File: src/rtl/cfg_regfile_ctrl.sv
// cfg_regfile_ctrl: shadow/active configuration register file with run
// sequencer (IDLE -> LAUNCH -> RUN -> DONE), addressed readback, optional
// run timeout, sticky error flags and a wrapping completed-run counter.
module cfg_regfile_ctrl #(
  parameter int CFG_W   = 16,
  parameter int N_REGS  = 4,
  parameter int ADDR_W  = 2,
  parameter int TIMEOUT = 0,
  parameter int CNT_W   = 8
) (
  input  logic                     i_clk,
  input  logic                     i_rst,
  input  logic [CFG_W-1:0]         i_cfg,
  input  logic [ADDR_W-1:0]        i_cfg_addr,
  input  logic                     i_cfg_wr_en,
  input  logic                     i_cfg_rd_en,
  input  logic                     i_cfg_rd_active,
  output logic [CFG_W-1:0]         o_cfg_rd_data,
  output logic                     o_cfg_rd_valid,
  input  logic                     i_start,
  input  logic                     i_core_done,
  input  logic                     i_err_clr,
  output logic [N_REGS*CFG_W-1:0]  o_cfg_active,
  output logic                     o_launch,
  output logic                     o_busy,
  output logic                     o_finish,
  output logic [2:0]               o_err,
  output logic [CNT_W-1:0]         o_run_cnt
);

  // Timeout counter only needs to reach TIMEOUT-1, where it saturates.
  localparam int                TCNT_W = (TIMEOUT > 1) ? $clog2(TIMEOUT) : 1;
  localparam logic [TCNT_W-1:0] TLIM   = TCNT_W'((TIMEOUT > 0) ? (TIMEOUT - 1) : 0);
  localparam bit                TO_EN  = (TIMEOUT > 0);

  typedef enum logic [1:0] {
    S_IDLE   = 2'd0,
    S_LAUNCH = 2'd1,
    S_RUN    = 2'd2,
    S_DONE   = 2'd3
  } state_t;

  state_t                   r_state;
  state_t                   w_next;
  logic [CFG_W-1:0]         r_shadow [N_REGS];
  logic [CFG_W-1:0]         r_active [N_REGS];
  logic [CFG_W-1:0]         w_rd_word;
  logic [CFG_W-1:0]         r_rd_data;
  logic                     r_rd_valid;
  logic [TCNT_W-1:0]        r_tcnt;
  logic [CNT_W-1:0]         r_run_cnt;
  logic [2:0]               r_err;
  logic [2:0]               w_err_set;
  logic                     w_addr_ok;
  logic                     w_wr_ok;
  logic                     w_commit;
  logic                     w_tmo;
  logic                     w_launch_nxt;
  logic                     w_busy_nxt;
  logic                     w_finish_nxt;
  logic                     r_launch;
  logic                     r_busy;
  logic                     r_finish;
  logic [N_REGS*CFG_W-1:0]  w_active_flat;

  assign w_addr_ok = (32'(i_cfg_addr) < 32'(N_REGS));
  assign w_wr_ok   = i_cfg_wr_en & w_addr_ok;
  assign w_commit  = (r_state == S_IDLE) & i_start;
  assign w_tmo     = TO_EN & (r_state == S_RUN) & ~i_core_done & (r_tcnt == TLIM);

  // Error sources: [0] out-of-range access, [1] start while busy, [2] run timeout.
  assign w_err_set = {w_tmo,
                      i_start & (r_state != S_IDLE),
                      (i_cfg_wr_en | i_cfg_rd_en) & ~w_addr_ok};

  // Shadow bank: host writes land here in any state; out-of-range writes drop.
  always_ff @(posedge i_clk or negedge i_rst) begin
    if (!i_rst) begin
      for (int k = 0; k < N_REGS; k++) r_shadow[k] <= '0;
    end else begin
      for (int k = 0; k < N_REGS; k++) begin
        if (w_wr_ok && (i_cfg_addr == ADDR_W'(k))) r_shadow[k] <= i_cfg;
      end
    end
  end

  // Active bank: atomic copy of shadow on start, bypassing a same-cycle write.
  always_ff @(posedge i_clk or negedge i_rst) begin
    if (!i_rst) begin
      for (int k = 0; k < N_REGS; k++) r_active[k] <= '0;
    end else if (w_commit) begin
      for (int k = 0; k < N_REGS; k++) begin
        r_active[k] <= (w_wr_ok && (i_cfg_addr == ADDR_W'(k))) ? i_cfg : r_shadow[k];
      end
    end
  end

  // Read mux: unmatched (out-of-range) addresses read as zero.
  always_comb begin
    w_rd_word = '0;
    for (int k = 0; k < N_REGS; k++) begin
      w_rd_word = (i_cfg_addr == ADDR_W'(k))
                ? (i_cfg_rd_active ? r_active[k] : r_shadow[k])
                : w_rd_word;
    end
  end

  // Registered readback: pre-write shadow contents are returned on a collision.
  always_ff @(posedge i_clk or negedge i_rst) begin
    if (!i_rst) begin
      r_rd_valid <= 1'b0;
      r_rd_data  <= '0;
    end else begin
      r_rd_valid <= i_cfg_rd_en;
      if (i_cfg_rd_en) r_rd_data <= w_rd_word;
    end
  end

  // FSM state register.
  always_ff @(posedge i_clk or negedge i_rst) begin
    if (!i_rst) r_state <= S_IDLE;
    else        r_state <= w_next;
  end

  // FSM next-state logic; completion or timeout ends a run.
  always_comb begin
    w_next = S_IDLE;
    case (r_state)
      S_IDLE:   w_next = i_start ? S_LAUNCH : S_IDLE;
      S_LAUNCH: w_next = S_RUN;
      S_RUN: begin
        if (i_core_done || w_tmo) w_next = S_DONE;
        else                      w_next = S_RUN;
      end
      S_DONE:   w_next = S_IDLE;
      default:  w_next = S_IDLE;
    endcase
  end

  // FSM output decode on the next state, so the output flops line up with it.
  always_comb begin
    w_launch_nxt = 1'b0;
    w_busy_nxt   = 1'b0;
    w_finish_nxt = 1'b0;
    case (w_next)
      S_IDLE:   w_busy_nxt = 1'b0;
      S_LAUNCH: begin w_launch_nxt = 1'b1; w_busy_nxt = 1'b1; end
      S_RUN:    w_busy_nxt = 1'b1;
      S_DONE:   begin w_finish_nxt = 1'b1; w_busy_nxt = 1'b1; end
      default:  w_busy_nxt = 1'b0;
    endcase
  end

  // Output flops for the control strobes.
  always_ff @(posedge i_clk or negedge i_rst) begin
    if (!i_rst) begin
      r_launch <= 1'b0;
      r_busy   <= 1'b0;
      r_finish <= 1'b0;
    end else begin
      r_launch <= w_launch_nxt;
      r_busy   <= w_busy_nxt;
      r_finish <= w_finish_nxt;
    end
  end

  // Timeout counter: zero in IDLE, so it reads 0 in LAUNCH; saturates at the limit.
  always_ff @(posedge i_clk or negedge i_rst) begin
    if (!i_rst)                  r_tcnt <= '0;
    else if (r_state == S_IDLE)  r_tcnt <= '0;
    else if (r_tcnt != TLIM)     r_tcnt <= r_tcnt + TCNT_W'(1);
  end

  // Completed-run counter, bumped as DONE retires; wraps naturally.
  always_ff @(posedge i_clk or negedge i_rst) begin
    if (!i_rst)                  r_run_cnt <= '0;
    else if (r_state == S_DONE)  r_run_cnt <= r_run_cnt + CNT_W'(1);
  end

  // Sticky error flags; a new error beats a simultaneous clear.
  always_ff @(posedge i_clk or negedge i_rst) begin
    if (!i_rst)         r_err <= 3'b000;
    else if (i_err_clr) r_err <= w_err_set;
    else                r_err <= r_err | w_err_set;
  end

  // Flatten the active bank onto the datapath bus.
  always_comb begin
    w_active_flat = '0;
    for (int k = 0; k < N_REGS; k++) w_active_flat[k*CFG_W +: CFG_W] = r_active[k];
  end

  assign o_cfg_active   = w_active_flat;
  assign o_cfg_rd_data  = r_rd_data;
  assign o_cfg_rd_valid = r_rd_valid;
  assign o_launch       = r_launch;
  assign o_busy         = r_busy;
  assign o_finish       = r_finish;
  assign o_err          = r_err;
  assign o_run_cnt      = r_run_cnt;

endmodule

File: config.mk
export PLATFORM = sky130hd
export DESIGN_NAME = cfg_regfile_ctrl
export DESIGN_NICKNAME = d
export VERILOG_FILES = /design/src/rtl/cfg_regfile_ctrl.sv
export SDC_FILE = /design/constraint.sdc
export NUM_CORES = 1
export LEC_CHECK = 0
export ABC_AREA = 0
export CAP_MARGIN = 20
export CORE_MARGIN = 2
export CORE_UTILIZATION = 55
export CTS_CLUSTER_SIZE = 25
export DETAILED_ROUTE_END_ITERATION = 8
export PLACE_DENSITY = 0.81
export SYNTH_ARGS = -nofsm -noshare
export SYNTH_HDL_FRONTEND = slang
export SYNTH_SLANG_ARGS = --single-unit
File: constraint.sdc
create_clock -name i_clk -period 3.4 [get_ports i_clk]
set_input_delay 0.68 -clock i_clk [delete_from_list [all_inputs] [get_ports i_clk]]
set_output_delay 0.68 -clock i_clk [all_outputs]
set_load 0.03 [all_outputs]
==> results.txt <==
Outcome: completed
Startpoint Class: input pin
Arr. time, crit path: 2.66 ns
Crit Path Class: input pin to register
Share of the synthesized area in the top cell type: 56.8%
Core ar.: 0.0125 mm2
Total power: 8.16 mW
Max Cap Viol: 0
Setup TNS: 0 ns
Commonest non-fill, non-tap cell in the layout: dfrtp_1
R2R Setup Slk: 1.41 ns
Max_slew headroom: 46.5%
Util after Layout: 70.7%
CTS buffer count: 17
Hold crit path type: input pin to async pin
Dpl ws: 0.611 ns
Final wirelength: 15900 um
Initial antenna violation count: 0
Yosys reg bits: 159
Clk_lat worst skew: 0.41 ns
Critical-path cell list: clkdlybuf4s50_1, nor3b_4, buf_4, mux2_1, mux2_2
Synth Instances: 487
Global-route wire length before repair: 24600 um
Commonest non-fill, non-tap cells in the layout: 159 x dfrtp_1, 128 x mux2_2, 116 x clkdlybuf4s50_1
Number of DRC markers in iteration 0: 281
WL/cell: 20.3 um
Clock Tree Root: clkbuf_16
Clock transition at path regs: 0.05 ns
Peak VDD IR: 517 uV
FF-to-FF path depth: 5
Seq/Total Area, Yosys: 56.8%
Final antenna-violating net count: 0
Pin count of the biggest net entering global routing: 78
Max incr delay on CP: 0.63 ns
DRC: 0
TritonRoute pass-1 iters: 4
CP required: 3.70 ns
GRT Overall Usage: 24.3%
# port buffers: 118
PwrDens: 922 mW/mm2
Share of cells above drive strength 1: 27.8%
RSZ-0062 raised after global routing: no
Crit path to: o_cfg_active[11]
Slew @ Worst Pin: 0.800 ns
N_diodes: 0
Die width: 117 um
Post-cts gate resize count: 0
Drt via density: 5.70
Slew Limit Fails: 0
Grt ovf: 0
Post-layout min period: 2.36 ns
Initial Utilization: 56.0%
Via Count: 4460
Slowest CP cell: clkdlybuf4s50_1
Final hold vios: 0
Crit path from: i_cfg_wr_en
Ports: 121
Post-CTS Setup Repair Bufs: 0
Die area: 0.0137 mm2
Hold Slack: 0.198 ns
Tcrit/Tclk final: 69.4%
Hold_buf cts: 0
Reg2Reg Capture Point: o_cfg_active[11]
# rows: 41
CTS tree: done
Mean Syn Cell Area: 14.4 um2
Post-synth top area cell: dfrtp_1
Die Ht: 117 um
Worst Clk Skew: 0.00260 ns
Peak Freq: 424 MHz
Final worst slack: 1.04 ns
Leakage: 3.83 nW
Worst-case clock buffer depth: 2
CP Max Fanout: 13
Top post-synthesis cells by area: dfrtp_1 57%, mux2_2 21%, mux2i_1 9.1%
Vias in the first global route: 4596
Endpoints failing setup: 0
H-tree depth: 4
CP Capture Type: register
CTS sink count: 159
Launching point of the worst reg2reg path: r_state[0]
Nets: 632
Yosys cell types: 30
Area Overhead vs Synth: 26.4%
Synth warnings: 0
Gp weighted congestion: 0.765
Placed wire-length estimate: 10200 um
Mapped Area: 0.00700 mm2
==> synthesized netlist by cell type <==
| cell | count |
|---|---|
| buf_4 | 3 |
| nand3b_4 | 2 |
| nand2b_1 | 2 |
| buf_2 | 12 |
| and2_1 | 2 |
| clkbuf_1 | 11 |
| or2_2 | 2 |
| xor2_1 | 3 |
| mux2_1 | 1 |
| o22a_1 | 32 |
| nand2_1 | 3 |
| a31oi_1 | 16 |
| clkbuf_8 | 2 |
| nor2b_1 | 1 |
| inv_1 | 4 |
| dfrtp_1 | 159 |
| and3_1 | 1 |
| conb_1 | 1 |
| a22o_1 | 1 |
| xnor2_1 | 4 |
| mux2i_1 | 64 |
| buf_1 | 2 |
| mux2_2 | 128 |
| nand4_1 | 4 |
| nor3b_4 | 1 |
| nand3_2 | 1 |
| ha_1 | 4 |
| buf_6 | 2 |
| a31o_2 | 1 |
| nor2_1 | 18 |
==> power breakdown <==
part	switching, mW	internal [mW]
registers	0.528	2.55
clock network	0.665	1.03
logic	1.77	1.62
total	2.96	5.20
==> metal layers <==
layer	routed length, um	up-vias	GRT usage [%]
met2	8030	134	40.2
met4	250	0	8.47
met1	6740	2303	32.2
li1	-	2002	-
met5	0	-	0
met3	872	21	5.20
==> critical path: cells and delay by family <==
kind,cells,cell delay (ns)
buffers and inverters,2,0.94
multiplexers,2,0.65
AND/OR/NAND/NOR,1,0.37
==> worst min path at each step <==
| stage | from | to | slack, ns |
|---|---|---|---|
| final | i_rst | o_cfg_active[12] | 0.20 |
| after global routing | i_rst | o_cfg_active[12] | 0.23 |
| after CTS | i_rst | o_cfg_active[28] | 0.22 |
| after detailed placement | o_run_cnt[7] | o_run_cnt[7] | 0.48 |
| after global placement | o_run_cnt[7] | o_run_cnt[7] | 0.46 |
| after floorplan | i_rst | o_busy | 0.38 |
==> cell type report <==
type / instances / area, um2
Clock buffer: 28 / 527
Tap cell: 172 / 215
Fill cell: 892 / 3660
Inverter: 4 / 15.0
Timing Repair Buffer: 127 / 1280
Sequential cell: 159 / 3980
Multi-Input combinational cell: 293 / 2830
==> registers in the layout (all words and copies together), names as in the netlist <==
register	flops
o_busy	1
o_cfg_active	64
o_cfg_rd_data	16
o_cfg_rd_valid	1
o_err	1
o_finish	1
o_launch	1
o_run_cnt	8
r_shadow	64
r_state	2
==> kinds of logic after synthesis <==
family	count (synthesis)	share of synthesized area [%]
other	1	0.0535
AOI/OAI and AO/OA	50	5.68
adders and majority gates	4	0.715
xor gates and xnor gates	7	0.875
muxes	193	29.9
and+or+nand+nor	37	3.18
buffers and inverters	36	2.80
DFF	159	56.8
==> stage by stage <==
| step | instance area (um2) | instances |
|---|---|---|
| floorplan | 7010 | 488 |
| global placement | 8330 | 755 |
| detailed placement | 8330 | 755 |
| CTS | 8850 | 783 |
| global route | 8850 | 783 |
| finish | 8850 | 783 |
No activity file was read; power rests on OpenSTA's default activity.
